**src/rtl/mux_tree_sequencer_if.sv**
```systemverilog
// Handshake/bus bundle between the run controller and its environment.
// Carries the word stream, the tree datapath taps and the result handshake.
// The master side drives words, dp_v and out_ready; the slave side is the sequencer.
interface mux_tree_sequencer_if #(
    parameter int NBITS = 16
);
    logic             start;
    logic [3:0]       seed_in;
    logic [7:0]       word_in;
    logic             word_valid;
    logic             word_ready;
    logic [7:0]       dp_cur;
    logic [7:0]       dp_prev;
    logic [3:0]       dp_a;
    logic             dp_v;
    logic             busy;
    logic             out_valid;
    logic [NBITS-1:0] out_data;
    logic             out_ready;

    modport master (
        output start, seed_in, word_in, word_valid, dp_v, out_ready,
        input  word_ready, dp_cur, dp_prev, dp_a, busy, out_valid, out_data
    );

    modport slave (
        input  start, seed_in, word_in, word_valid, dp_v, out_ready,
        output word_ready, dp_cur, dp_prev, dp_a, busy, out_valid, out_data
    );
endinterface

```
**src/rtl/mux_tree_sequencer.sv**
```systemverilog
// Run controller for the 4-layer mux-tree generator: previous word, 4-bit history, result word.
// Latency: out_valid rises the cycle after the NBITS-th accepted word (min run NBITS+2 cycles).
// Backpressure: word_ready only in RUN; result is held in DONE until out_ready.
module mux_tree_sequencer #(
    parameter int NBITS = 16,
    parameter int CW    = 8
) (
    input  logic               clk,
    input  logic               rst,
    mux_tree_sequencer_if.slave bus
);

    typedef enum logic [1:0] {
        S_IDLE = 2'd0,
        S_RUN  = 2'd1,
        S_DONE = 2'd2
    } state_t;

    state_t           state_q, state_d;
    logic [7:0]       prev_q, prev_d;
    logic [3:0]       hist_q, hist_d;
    logic [CW-1:0]    count_q, count_d;
    logic [NBITS-1:0] out_data_q, out_data_d;

    logic             step;
    logic             v_bit;

    // An undriven or unknown tree output is taken as 0, like the original flop would capture.
    assign v_bit = (bus.dp_v === 1'b1);

    // Registered state, history, previous word, step counter and result word.
    always_ff @(posedge clk or posedge rst) begin
        if (rst) begin
            state_q    <= S_IDLE;
            prev_q     <= '0;
            hist_q     <= '0;
            count_q    <= '0;
            out_data_q <= '0;
        end else begin
            state_q    <= state_d;
            prev_q     <= prev_d;
            hist_q     <= hist_d;
            count_q    <= count_d;
            out_data_q <= out_data_d;
        end
    end

    // Next-state and datapath updates; every register holds unless a start or a step touches it.
    always_comb begin
        state_d    = state_q;
        prev_d     = prev_q;
        hist_d     = hist_q;
        count_d    = count_q;
        out_data_d = out_data_q;
        step       = 1'b0;

        case (state_q)
            S_IDLE: begin
                if (bus.start) begin
                    hist_d     = bus.seed_in;
                    prev_d     = '0;
                    count_d    = '0;
                    out_data_d = '0;
                    state_d    = S_RUN;
                end
            end
            S_RUN: begin
                step = bus.word_valid;
                if (step) begin
                    // A[1] is not a tree select but still carries history into A[2].
                    hist_d     = {hist_q[2:0], v_bit};
                    prev_d     = bus.word_in;
                    out_data_d = {out_data_q[NBITS-2:0], v_bit};
                    count_d    = count_q + CW'(1);
                    if (count_q == CW'(NBITS - 1)) begin
                        state_d = S_DONE;
                    end
                end
            end
            S_DONE: begin
                // A start alongside out_ready is dropped; IDLE samples start from the next cycle.
                if (bus.out_ready) begin
                    state_d = S_IDLE;
                end
            end
            default: begin
                state_d = S_IDLE;
            end
        endcase
    end

    // Status and datapath taps decoded straight from registered state.
    always_comb begin
        bus.word_ready = (state_q == S_RUN);
        bus.busy       = (state_q == S_RUN) || (state_q == S_DONE);
        bus.out_valid  = (state_q == S_DONE);
        bus.out_data   = out_data_q;
        bus.dp_cur     = bus.word_in;
        bus.dp_prev    = prev_q;
        bus.dp_a       = hist_q;
    end

endmodule

```
**src/flat_wrapper.sv**
```systemverilog
// flat-port wrapper written by rule: the top's interface ports become plain ports
module mux_tree_sequencer_flat 
#(
    parameter int NBITS = 16,
    parameter int CW    = 8
)
  (clk, rst, bus_start, bus_seed_in, bus_word_in, bus_word_valid, bus_dp_v, bus_out_ready, bus_word_ready, bus_dp_cur, bus_dp_prev, bus_dp_a, bus_busy, bus_out_valid, bus_out_data);
  mux_tree_sequencer_if #(.NBITS(NBITS)) bus_i ();
  input  logic clk;
  input  logic rst;
  input wire logic [$bits(bus_i.start)-1:0] bus_start;
  input wire logic [$bits(bus_i.seed_in)-1:0] bus_seed_in;
  input wire logic [$bits(bus_i.word_in)-1:0] bus_word_in;
  input wire logic [$bits(bus_i.word_valid)-1:0] bus_word_valid;
  input wire logic [$bits(bus_i.dp_v)-1:0] bus_dp_v;
  input wire logic [$bits(bus_i.out_ready)-1:0] bus_out_ready;
  output wire logic [$bits(bus_i.word_ready)-1:0] bus_word_ready;
  output wire logic [$bits(bus_i.dp_cur)-1:0] bus_dp_cur;
  output wire logic [$bits(bus_i.dp_prev)-1:0] bus_dp_prev;
  output wire logic [$bits(bus_i.dp_a)-1:0] bus_dp_a;
  output wire logic [$bits(bus_i.busy)-1:0] bus_busy;
  output wire logic [$bits(bus_i.out_valid)-1:0] bus_out_valid;
  output wire logic [$bits(bus_i.out_data)-1:0] bus_out_data;
  assign bus_i.start = bus_start;
  assign bus_i.seed_in = bus_seed_in;
  assign bus_i.word_in = bus_word_in;
  assign bus_i.word_valid = bus_word_valid;
  assign bus_i.dp_v = bus_dp_v;
  assign bus_i.out_ready = bus_out_ready;
  assign bus_word_ready = bus_i.word_ready;
  assign bus_dp_cur = bus_i.dp_cur;
  assign bus_dp_prev = bus_i.dp_prev;
  assign bus_dp_a = bus_i.dp_a;
  assign bus_busy = bus_i.busy;
  assign bus_out_valid = bus_i.out_valid;
  assign bus_out_data = bus_i.out_data;
  mux_tree_sequencer #(.NBITS(NBITS), .CW(CW)) u_core (.clk(clk), .rst(rst), .bus(bus_i));
endmodule
```
**config.mk**
```make
export PLATFORM = sky130hd
export DESIGN_NAME = mux_tree_sequencer_flat
export DESIGN_NICKNAME = d
export VERILOG_FILES = /design/src/rtl/mux_tree_sequencer_if.sv /design/src/rtl/mux_tree_sequencer.sv /design/src/flat_wrapper.sv
export SDC_FILE = /design/constraint.sdc
export NUM_CORES = 1
export LEC_CHECK = 0
export CAP_MARGIN = 30
export CORE_UTILIZATION = 49
export DETAILED_ROUTE_END_ITERATION = 8
export PLACE_DENSITY = 0.83
export SETUP_SLACK_MARGIN = 0.1
export SLEW_MARGIN = 20
export SYNTH_ARGS = -nofsm -noshare
export SYNTH_HDL_FRONTEND = slang
export SYNTH_SLANG_ARGS = --single-unit
```
**constraint.sdc**
```tcl
create_clock -name clk -period 3.7 [get_ports clk]
set_clock_uncertainty 0.2 [all_clocks]
set_input_delay 0.37 -clock clk [delete_from_list [all_inputs] [get_ports clk]]
set_output_delay 0.37 -clock clk [all_outputs]
set_load 0.01 [all_outputs]
```
======== Word-level counts from Yosys, hierarchy flattened ========
Index checks and enable logic that the tools add are counted.
storage, ports and cells
  register bits after elaboration ......... 38
  latch bits .............................. 0
  RAM bits ................................ 0
  ROM bits ................................ 0
  output and inout port bits .............. 39
  word-level logic and storage cells ...... 35
  memories ................................ 0
cells by class
  add/sub/neg operators ................... 1
  multipliers ............................. 0
  divide/modulo/power cells ............... 0
  order comparisons ....................... 0
  equal/unequal tests ..................... 8
  shifts and indexed selects .............. 0
  mux-type cells .......................... 16
  bitwise gates (word level) .............. 0
  reduce and logical (&&, ||, !) cells .... 5
operators by type and width
  cell                                            count
  2-to-1 mux 16 bit                               2
  case mux 16 bit (2 select lines)                1
  case mux 8 bit (2 select lines)                 2
  2-to-1 mux 8 bit                                3
  adder 8 x 1 -> 8 bit (second input constant)    1
  == test 8 x 4 -> 1 bit (second input constant)  1
  2-to-1 mux 2 bit                                4
  2-to-1 mux 4 bit                                2
  case mux 4 bit (2 select lines)                 1
  != test 2 bit (second input constant)           3
  case mux 2 bit (3 select lines)                 1
  AND reduction 4 bit                             1
  AND reduction 3 bit                             1
  == test 2 x 1 -> 1 bit (second input constant)  1
  == test 2 bit (second input constant)           1
  logical NOT 2 bit                               1
  != test 2 x 1 -> 1 bit (second input constant)  1
  nonzero test 2 bit                              1
  === test 1 bit (second input constant)          1
  logical OR 1 bit                                1

======== Depth between registers and ports, before layout ========
Gate-level depths: netlist of run 1.
  depth after elaboration ................. 4
  mapped depth ............................ 8

======== Least setup slack after synthesis of run 1 ========
Ideal clock, no wire load.
  kind .................................... reg-to-reg
  start point ............................. reg u_core.state_q[0]
  end point ............................... reg u_core.count_q[7]
  setup time .............................. 126 ps
  arrival time ............................ 1440 ps
  path slack .............................. 1934 ps
  stages on the path, launching flop included .. 7
  buffers on the path ..................... 2
  period minus slack after synthesis ...... 1766 ps
  cell sequence ........................... dfrtp_1 -> ha_1 -> buf_6 -> nand2b_2 -> o211ai_4 -> clkbuf_8 -> a221o_1
on the way
  longest elaborated chain between the ends .. 3
  elaborated cells between the ends (all ways) .. 7
  classes of those cells .................. eq/ne (3); mux (1); reduce/logical (3)
ends and longest elaborated chain
  element                                                        line                      RTL
  start, declared                                                mux_tree_sequencer.sv:19  state_t state_q, state_d;
  start signal, assigned                                         mux_tree_sequencer.sv:40  state_q <= state_d;
  == test 2 x 1 -> 1 bit (*)                                     --
  via bus_word_ready                                             flat_wrapper.sv:17        output wire logic [$bits(bus_i.word_ready)-1:0] bus_word_ready;
  != test 2 bit (no line) or nonzero test 2 bit (tied branches)  --
  AND reduction 3 bit (no line)                                  --
  end signal, assigned                                           mux_tree_sequencer.sv:43  count_q <= count_d;
  end, declared                                                  mux_tree_sequencer.sv:22  logic [CW-1:0] count_q, count_d;
Mark *: on every way through the listed nets, which the timed path passes. The rest lies on a longest branch.
A chain may end at the register's enable or synchronous reset.

======== Worst setup path after layout of run 1 ========
  start point ............................. reg u_core.state_q[1]
  end point ............................... out bus_word_ready
on the way
  longest elaborated chain between the ends .. 1
ends and longest elaborated chain
  element                 line                      RTL
  == test 2 x 1 -> 1 bit  mux_tree_sequencer.sv:94  bus.word_ready = (state_q == S_RUN);
  end, declared           flat_wrapper.sv:17
No other way between the ends.

==> results.tsv, run 1 <==
metric	value	unit
synth_fp_nets	163	
setup_viol_count_final	0	
holdBufCountCts	0	
max-cap-violations	0	
gp_congestion	0.798	
p_sw_share	33.9	%
grt_pass1_vias	1256	
p_clk_share	18.5	%
vias_per_cell	5.48	
use_met3	7.56	%
powerDensity	661	nW/um^2
final_cell_area	2330	sq um
leakage	1.02	nW
max_freq	370	MHz
end_kind	output pin	
grt_overflow_total	0	
h-tree-depth	2	
synth_top_area_cell	dfrtp_1	
cts_buffer_depth	2	
busiest_layer	met2	
io_pins	57	
ctsRootBufferMaster	clkbuf_4	
clock_sinks	38	
areaGrowthSynthToFinish	34.8	%
slew_viol_final	0	
start_util	51.5	%
status	completed	
diodes	0	
grt_max_degree	43	
routed_wl	3.46	mm
power.share.sequential	38.0	%
num_vias	1294	
worst-endpoint-arrival	2130	ps
grtUsageMet1	24.7	%
antenna_found_initial	0	
yosys_warnings	0	
nFillCells	259	
drt_pass1_iterations	4	
synth-seq-cells	38	
nNetsFinal	212	
ir_worst_vdd	0.357	mV
drc_errors	0	
crit_required	3130	ps
hold_viol	0	
final.min_clock_period	2700	ps
die-height	61.4	um
critPathLaunchType	flip-flop	
core	3360	sq um
cts_tree	built	
tightest_slew	720	ps
synth.avg_cell_area	12.3	sq um
postCtsSetupBuffers	0	
synthCells	141	
yosysUniqueCellTypes	31	
cts_buffers	5	
power.share.combinational	43.5	%
crit_path_max_incr_delay	670	ps
timing.final.crit_share	73.1	%
setup_tns	0	ps
ant_nets	0	
power.switching	0.000524	W
gr-usage-met2	34.2	%
drive_above_1_share	8.95	%
synth_top_area_share	54.9	%
path_cells	inv_1 > ha_1 > clkdlybuf4s50_1	
dp_hpwl	2.39	mm
cts_resized	0	
port_buffers	56	
rows	21	
die_w	61.4	um
utilization	69.4	%
drtIter0Drc	68	
die_area	3780	sq um
rsz0062_at_grt	no	
netlist_top_cells_area	dfrtp_1 55%, a22o_1 13%, buf_4 3.5%	
placed_area	2210	sq um
crit_slowest_cell	clkdlybuf4s50_1	
grt_pass1_wl	5.49	mm
power.internal	0.00102	W
critPathKind	reg2out	
post_drt_wl_per_cell	14.6	um
ys_seq_area_share	54.9	%
cp_max_fo	19	
syn_area	1730	sq um
clk_latency	330	ps
clkTransAtPathRegs	110	ps
max_slew_margin	52.0	%
grt_usage	20.3	%
hp-class	in2async	
[power groups by stage]
stage,sequential (W),combinational (W),clock [W]
final,0.000587,0.000671,0.000285
after global placement,0.000589,0.000606,0
after global routing,0.000598,0.000729,0.000313
after detailed placement,0.000591,0.000627,0
after floorplan,0.000620,0.000385,0
after CTS,0.000585,0.000629,0.000290
[final cells by class]
cell class	instances	area, sq um	area share (%)
inverters	6	22.5	0.965
clock inverters	1	30.0	1.29
clock buffers	6	51.3	2.20
multi-input cells	80	612	26.2
flip-flops and latches	38	951	40.7
repair buffers	59	611	26.2
well taps	46	57.6	2.47
[cell usage in the layout (no fill, tap or decap), drive strengths merged, types with 3 or more instances in the layout]
master         count
and2               3
a22o              25
mux2i              3
nand3              5
a21oi              3
ha                 4
o21ai             11
inv                6
clkbuf             6
clkdlybuf4s50     56
buf                3
nand2              7
dfrtp             38
[metal layers]
metal / routed length (um) / share of wire (%)
met5: 0 / 0
met4: 42 / 1.2
met3: 171 / 4.9
met2: 1780 / 51
met1: 1470 / 42
[flip-flops by register name, indices dropped and copies added (netlist names)]
register and cells:
u_core.count_q 8, u_core.bus.out_data 16, u_core.bus.dp_a 4, u_core.bus.dp_prev 8
u_core.state_q 2
[cell usage after synthesis (all sizes together)]
| cell | count |
|---|---|
| o21ai | 11 |
| a22o | 25 |
| and3 | 2 |
| dfrtp | 38 |
| and4 | 1 |
| o32ai | 1 |
| nand2b | 2 |
| nand2 | 7 |
| mux2i | 3 |
| and2 | 3 |
| o21a | 1 |
| or3 | 1 |
| a21oi | 3 |
| a221o | 2 |
| nor4 | 1 |
| o31ai | 2 |
| nor2b | 1 |
| nand3b | 1 |
| inv | 6 |
| clkbuf | 1 |
| buf | 16 |
| nand3 | 5 |
| nor4b | 1 |
| o211ai | 1 |
| mux2 | 1 |
| nor3b | 1 |
| ha | 4 |
[worst max-delay path: cells and delay by family, from the launching register on]
| kind | cells | cell delay (ps) |
|---|---|---|
| DFF | 1 | 400 |
| buffers and inverters | 2 | 770 |
| adders and majority gates | 1 | 630 |
[kinds of logic (layout without fill, tap and decap cells)]
| logic type | Yosys count | after routing | share of synthesized area [%] |
|---|---|---|---|
| buf+inv | 23 | 72 | 9.75 |
| mux | 4 | 4 | 2.38 |
| flops | 38 | 38 | 54.9 |
| fa+ha+maj | 4 | 4 | 2.89 |
| compound gates | 46 | 46 | 20.9 |
| simple gates | 26 | 26 | 9.18 |
[stage by stage]
step           total power (W)  std cells  setup slack [ps]  hold WS (ps)
2_1_floorplan          0.00100        141              1930           260
3_3_place_gp           0.00119        227              1300           277
3_5_place_dp           0.00122        227              1160           282
4_1_cts                0.00150        234               990           306
5_1_grt                0.00164        236               852           154
6_report               0.00154        236               995           140
[path summary, 6_finish.rpt]
kind	endpoint	cells past startpoint	slack (ps)	start
setup / recovery	bus_word_ready	3	1000	u_core.state_q[1]$_DFFE_PP0P_
hold / removal	u_core.bus.out_data[3]$_DFFE_PP0P_	2	140	rst
setup reg to reg	u_core.count_q[7]$_DFFE_PP0P_	7	1250	u_core.state_q[1]$_DFFE_PP0P_
hold reg to reg	u_core.bus.dp_a[3]$_DFFE_PP0P_	2	300	u_core.bus.dp_a[3]$_DFFE_PP0P_
max in group asynchronous	u_core.count_q[3]$_DFFE_PP0P_	4	2440	rst
min in group clk	u_core.bus.dp_a[3]$_DFFE_PP0P_	2	300	u_core.bus.dp_a[3]$_DFFE_PP0P_
(Power assumes the default switching activity.)
==> inputs of run 2 (changes only) <==
- CORE_UTILIZATION: 49 -> 41
- PLACE_DENSITY: 0.83 -> 0.74
- clock period: 3.7 -> 2.35 ns (I/O delays scaled with it)
==> run 2 against run 1 <==
Compared with the run above: global-route usage shrank 2.4 points; non-clock buffer count is the same; largest cell class unchanged; core utilization shrank 11 points; largest power group unchanged; combinational power grew 49%; register-to-register slack lost 990 ps; routed wire length grew 1.9%; setup slack lost 760 ps; critical path depth is the same.
==> results.tsv, run 2 (synthesized netlist as in run 1, its figures left out) <==
metric	value	unit
die_area	4490	sq um
critPathLaunchType	flip-flop	
grt_overflow_total	0	
dp_hpwl	2.51	mm
final.min_clock_period	2120	ps
clkTransAtPathRegs	70	ps
clock_sinks	38	
crit_required	1910	ps
rows	23	
largest_register_ffs	16	
tightest_slew	716	ps
placed_area	2230	sq um
max_slew_margin	52.1	%
highest_layer	met4	
drt-met1-wl	1.50	mm
diodes	0	
holdBufCountCts	0	
ff2ff_setup_slack	260	ps
end_kind	output pin	
ant_nets	0	
ir_worst_vdd	0.694	mV
hp-class	in2async	
die-height	67.0	um
layout_commonest_cell	clkdlybuf4s50_1	
grt_pass1_wl	5.90	mm
worst-endpoint-arrival	1680	ps
drive_above_1_share	9.42	%
rsz0062_at_grt	no	
antenna_found_initial	0	
r2r_end	u_core.bus.out_data[11]$_DFFE_PP0P_	
critPathKind	reg2out	
setup_tns	0	ps
final_cell_area	2370	sq um
wl_met2	1.74	mm
routed-wl-met3	215	um
postCtsSetupBuffers	0	
cp_max_fo	6	
reg2regPathDepth	5	
nNetsFinal	212	
h-tree-depth	2	
grt_pass1_vias	1261	
cts_tree	built	
setup_ws	230	ps
ctsRootBufferMaster	clkbuf_8	
port_buffers	56	
powerDensity	1100	nW/um^2
num_vias	1304	
post_drt_wl_per_cell	14.6	um
clk_latency	290	ps
pre_cts_ws	248	ps
cts_buffers	5	
start_util	43.0	%
areaGrowthSynthToFinish	37.1	%
hold_viol	0	
io_pins	57	
max-cap-violations	0	
timing.final.crit_share	90.2	%
r2r-start	u_core.state_q[0]$_DFFE_PP0P_	
die_w	67.0	um
grt_usage	18.0	%
grt_max_degree	39	
cts_buffer_depth	2	
setup_viol_count_final	0	
cts_resized	0	
most-common-layout-cells	56 x clkdlybuf4s50_1, 38 x dfrtp_1, 25 x a22o_1	
drc_errors	0	
drt_pass1_iterations	4	
core	4030	sq um
leakage	1.04	nW
gp_congestion	0.775	
slew_viol_final	0	
vias_per_cell	5.41	
routed_wl	3.52	mm
drtIter0Drc	52	
status	completed	
max_freq	472	MHz
==> run 2: cell count changes in the layout (fill, tap and decap cells not counted), sizes merged <==
| cell | delta |
|---|---|
| bufinv | +1 |
==> run 2: worst max path at each step <==
stage | endpoint | slack [ps] | cells past startpoint | start
2_1_floorplan | u_core.count_q[7]$_DFFE_PP0P_ | 580 | 6 | u_core.state_q[0]$_DFFE_PP0P_
3_3_place_gp | u_core.bus.dp_a[2]$_DFFE_PP0P_ | 360 | 5 | u_core.state_q[0]$_DFFE_PP0P_
3_5_place_dp | u_core.bus.out_data[11]$_DFFE_PP0P_ | 250 | 5 | u_core.state_q[0]$_DFFE_PP0P_
4_1_cts | bus_word_ready | 220 | 3 | u_core.state_q[1]$_DFFE_PP0P_
5_1_grt | u_core.bus.out_data[9]$_DFFE_PP0P_ | 120 | 5 | u_core.state_q[0]$_DFFE_PP0P_
6_report | bus_word_ready | 230 | 3 | u_core.state_q[1]$_DFFE_PP0P_
==> run 2: per-stage QoR <==
step	std cells	hold slack (ps)	total power [W]	utilization, %
final	241	158	0.00260	58.9
after global routing	241	200	0.00275	58.9
after CTS	241	182	0.00263	58.9
after global placement	233	262	0.00192	55.4
after detailed placement	233	290	0.00194	55.4
after floorplan	141	168	0.00158	-
==> run 2: worst max-delay path: stages (launching register included) <==
cell	delay [ps]
dfrtp_1	380
inv_1	90
ha_1	320
clkdlybuf4s50_1	600
==> run 2: cell type report <==
class | instances | area [sq um]
tap | 50 | 62.6
timing repair buffer | 59 | 583
multi-input combinational | 80 | 612
clock buffer | 6 | 82.6
fill | 331 | 1660
inverter | 6 | 22.5
clock inverter | 2 | 60.1
sequential | 38 | 951
==> run 2: power by group <==
group / internal [W] / switching [W] / leakage, nW
registers: 0.000809 / 0.000117 / 0.513
clock network: 0.000453 / 0.000223 / 0.0714
logic: 0.000512 / 0.000490 / 0.456
==> run 2: per-layer routing <==
metal | GRT usage, % | vias to the layer above
met3 | 6.16 | 6
met2 | 28.3 | 45
met4 | 7.45 | 0
met5 | 0 | -
met1 | 22.3 | 645
li1 | - | 608
==> patch 1: new RTL, settings of run 1 <==
Compare `count_q` against `CW'(NBITS - 1)` with >= in place of ==.
--- a/src/rtl/mux_tree_sequencer.sv
+++ b/src/rtl/mux_tree_sequencer.sv
@@ -72,7 +72,7 @@
                     prev_d     = bus.word_in;
                     out_data_d = {out_data_q[NBITS-2:0], v_bit};
                     count_d    = count_q + CW'(1);
-                    if (count_q == CW'(NBITS - 1)) begin
+                    if (count_q >= CW'(NBITS - 1)) begin
                         state_d = S_DONE;
                     end
                 end
Check against the original RTL: same outputs for any inputs over 10 cycles, from zero or initial values and one cycle with rst high; that may be too few to reach the edited logic, so the function may still have changed.
==> patch 1 against run 1 <==
- synthesized area fell by 3.2%
- cell area fell by 1.4%
- via count rose by 0.46%
- worst setup slack got worse by 0.027 ns
- wire length rose by 6.8%
- combinational power fell by 6.6%
- power fell by 3.6%
- sequential cell count did not move
- sequential share of layout area rose by 0.58 points
- critical path depth rose by 3
- critical path type is now flop to flop
- critical endpoint is now u_core.count_q[5]$_DFFE_PP0P_
- largest cell class unchanged
==> patch 1: results (changes against run 1) <==
* Status: finished, final reports clean
* Post-synth top cells: dfrtp_1, a22o_1, nand2_1
* Mux cell area share after synthesis at 4.33% (+1.9 points)
* Fillers at 228 (-12%)
* Met3 usage at 7.68% (+0.11 points)
* Footprint of the multi-input gates at 602 µm² (-1.6%)
* Sw Pwr at 0.516 mW (-1.4%)
* Routed length on met1 at 1.62 mm (+10%)
* Leakage at 1.04 nW (+1.4%)
* Worst r2r dst: u_core.count_q[5]$_DFFE_PP0P_
* Iter 0 DRT Violations at 63 (-7.4%)
* Largest net degree at the start of global routing at 39 (-9.3%)
* Via-per-instance ratio at 5.56 (+1.3%)
* Sequential area share after synthesis at 56.7% (+1.8 points)
* Clock-cell share at 3.53% (+0.049 points)
* Final Non-Filler Cells at 234 (-0.85%)
* Seq group at 0.573 mW (-2%)
* Area Growth Syn to Fin at 37.3%
* Worst reg-to-reg setup slack at 0.97 ns (-0.28 ns)
* Pwr per Cell Area at 646 nW/µm² (-2.2%)
* Synth Area in XOR/XNOR at 0.522% (+0.52 points)
* Area contributors post-synth: dfrtp_1, a22o_1, buf_4, ha_1, mux2i_1
* Post-DP Area at 2210 µm² (-0.23%)
* First-pass GRT wire length at 5.97 mm (+8.8%)
* Fin crit period at 2.73 ns (+0.0269 ns)
* Slew @ Worst Pin at 0.627 ns (-0.0936 ns)
-- patch 1: cell count changes in the layout (fill, tap and decap cells not counted), sizes merged, moves of 3 or more --
cell	delta
a31oi	+3
and2	-3
nand2	+4
nand3	-3
o21ai	-6
-- patch 1: worst min path at each step --
stage,startpoint,to,slack (ns),cells after the start
floorplan,bus_start,u_core.count_q[6]$_DFFE_PP0P_,0.27,1
global placement,u_core.bus.dp_a[3]$_DFFE_PP0P_,u_core.bus.dp_a[3]$_DFFE_PP0P_,0.27,2
detailed placement,u_core.bus.dp_prev[2]$_DFFE_PP0P_,u_core.bus.dp_prev[2]$_DFFE_PP0P_,0.29,1
CTS,rst,u_core.bus.out_data[14]$_DFFE_PP0P_,0.24,3
global route,rst,u_core.bus.dp_prev[4]$_DFFE_PP0P_,0.26,3
finish,rst,u_core.bus.out_data[14]$_DFFE_PP0P_,0.24,3
==> patch 2: new RTL, settings of run 1 <==
Without the edit above. `NBITS` is set to 16 in 3 places; all go to 24.
--- a/src/rtl/mux_tree_sequencer_if.sv
+++ b/src/rtl/mux_tree_sequencer_if.sv
@@ -2,7 +2,7 @@
 // Carries the word stream, the tree datapath taps and the result handshake.
 // The master side drives words, dp_v and out_ready; the slave side is the sequencer.
 interface mux_tree_sequencer_if #(
-    parameter int NBITS = 16
+    parameter int NBITS = 24
 );
     logic             start;
     logic [3:0]       seed_in;
--- a/src/rtl/mux_tree_sequencer.sv
+++ b/src/rtl/mux_tree_sequencer.sv
@@ -2,7 +2,7 @@
 // Latency: out_valid rises the cycle after the NBITS-th accepted word (min run NBITS+2 cycles).
 // Backpressure: word_ready only in RUN; result is held in DONE until out_ready.
 module mux_tree_sequencer #(
-    parameter int NBITS = 16,
+    parameter int NBITS = 24,
     parameter int CW    = 8
 ) (
     input  logic               clk,
--- a/src/flat_wrapper.sv
+++ b/src/flat_wrapper.sv
@@ -1,7 +1,7 @@
 // flat-port wrapper written by rule: the top's interface ports become plain ports
 module mux_tree_sequencer_flat 
 #(
-    parameter int NBITS = 16,
+    parameter int NBITS = 24,
     parameter int CW    = 8
 )
   (clk, rst, bus_start, bus_seed_in, bus_word_in, bus_word_valid, bus_dp_v, bus_out_ready, bus_word_ready, bus_dp_cur, bus_dp_prev, bus_dp_a, bus_busy, bus_out_valid, bus_out_data);
Interface: changed (resized bus_out_data); port bits go from 57 to 65. No check against the original RTL was run, so the function may have changed too.
==> patch 2 against run 1 <==
- utilization is 2.3 points higher
- worst setup slack better by 0.23 ns
- via count is 15% higher
- synthesized area is 14% higher
- final cell count is 11% higher
- combinational power hardly changed
- non-clock buffer count is 8 higher
- sequential cell count is 8 higher
- power is 12% higher
- cell area is 16% higher
- wire length is 21% higher
- highest routed layer unchanged
- die area is 13% higher
- largest power group is now sequential cells
==> patch 2: results (changes against run 1) <==
* Status: finished, final reports clean
* Comb power frac at 38.9% (-4.6 points)
* Iter 0 DRT Violations at 80 (+18%)
* TritonCTS Buffers at 5 (unchanged)
* Syn. warnings at 0 (unchanged)
* Drt pass-1 iters at 4 (unchanged)
* Detailed placement HPWL at 2.91 mm (+22%)
* ANT cells at 0 (unchanged)
* Hold Crit Class: flop to flop
* Root Buffer: clkbuf_8
* Met2 wire length at 2.18 mm (+23%)
* Post-synth top cells: dfrtp_1, a22o_1, buf_4, nand2_1, buf_2
* Worst Hold Path Cells at 2
* Async SR Flop Fraction at 100% (unchanged)
* Slew @ Worst Pin at 0.826 ns (+0.106 ns)
* Post-CTS Setup Inserts at 0 (unchanged)
* Clock Power Share at 21.4% (+2.9 points)
* Via-per-instance ratio at 5.69 (+3.8%)
* Via count at 1485 (+15%)
* Largest net degree at the start of global routing at 47 (+9.3%)
* Crit Path Max Fanout at 12 (-7)
* Final setup fails at 0 (unchanged)
* Met2 Use GR at 37.0% (+2.8 points)
* Routed length per instance at 16.0 µm (+9.4%)
* Clock transition at path regs at 0.08 ns (-0.03 ns)
* FF-to-FF path depth at 6 (-1)
* Worst Path Arrival at 1.90 ns (-0.23 ns)
* Wire length on met3 at 237 µm (+39%)
* VDD IR max at 0.468 mV (+31%)
* Netlist cell types at 31 (unchanged)
* Number of flip-flops in the largest register at 24 (+8)
* Avg Cell Area, Syn at 12.6 µm² (+2.3%)
* Routed length on met1 at 1.73 mm (+18%)
* Int Power at 1.16 mW (+14%)
* Sequential area share after synthesis at 58.3% (+3.4 points)
* PortBufs at 64 (+14%)
* Share of cells above drive strength 1 at 7.51% (-1.4 points)
* Max incr delay on CP at 0.63 ns (-0.04 ns)
* Max Used Layer: met4
* Leakage at 1.20 nW (+17%)
* Total track usage at 22.1% (+1.7 points)
* Nets@finish at 235 (+11%)
* M1 GR Usage at 27.2% (+2.5 points)
* PostCTS Resize Cnt at 0 (unchanged)
* Dpl cells at 254 (+12%)
* Area contributors post-synth: dfrtp_1, a22o_1, buf_4, ha_1, buf_2
* Skew-Pair Late Insertion Delay at 0.29 ns (-0.04 ns)
* Comb pwr at 0.673 mW (about the same)
* Syn_nets at 179 (+9.8%)
* Vias in the first global route at 1478 (+18%)
* H-tree lvl count at 2 (unchanged)
* Cell family contributing the most delay on the critical path: buffers and inverters
* RePlAce Congestion at 0.754 (-5.5%)
* First-pass GRT wire length at 7.06 mm (+29%)
* Slowest CP cell: clkdlybuf4s50_1
* Met3 usage at 6.60% (-0.97 points)
* CTS max path bufs at 2 (unchanged)
* Post-DP Area at 2590 µm² (+17%)
patch 2: path summary, 6_finish.rpt:
kind                                                       end  slack (ns)                           start
max in group asynchronous        u_core.count_q[0]$_DFFE_PP0P_        2.61                             rst
setup reg to reg                 u_core.count_q[3]$_DFFE_PP0P_        1.26   u_core.state_q[1]$_DFFE_PP0P_
hold reg to reg                 u_core.bus.dp_a[3]$_DFFE_PP0P_        0.31  u_core.bus.dp_a[3]$_DFFE_PP0P_
min in group asynchronous  u_core.bus.out_data[15]$_DFFE_PP0P_        0.32                             rst
hold / removal                  u_core.bus.dp_a[3]$_DFFE_PP0P_        0.31  u_core.bus.dp_a[3]$_DFFE_PP0P_
setup / recovery                                bus_word_ready        1.23   u_core.state_q[1]$_DFFE_PP0P_
patch 2: through the flow:
step / hold slack [ns] / setup slack, ns
after floorplan: 0.303 / 1.82
after global placement: 0.273 / 1.18
after detailed placement: 0.293 / 1.28
after CTS: 0.319 / 1.23
after global routing: 0.330 / 1.11
final: 0.312 / 1.23
patch 2: final cells by class:
class	instances	area (µm²)
Clock inverter	1	30.0
Clock buffer	6	82.6
Multi-Input combinational cell	89	689
Timing Repair Buffer	67	678
Sequential cell	46	1150
Tap cell	48	60.1
Fill cell	239	1060
Inverter	4	15.0
patch 2: logic make-up (layout without fill, tap and decap cells):
| kind of cell | count (synthesis) | after routing | synth area share (%) |
|---|---|---|---|
| AOI/OAI and AO/OA | 50 | 50 | 20.7 |
| adders and majority gates | 4 | 4 | 2.54 |
| buffers and inverters | 22 | 78 | 6.72 |
| DFF | 46 | 46 | 58.3 |
| muxes | 5 | 5 | 2.66 |
| and+or+nand+nor | 30 | 30 | 9.07 |
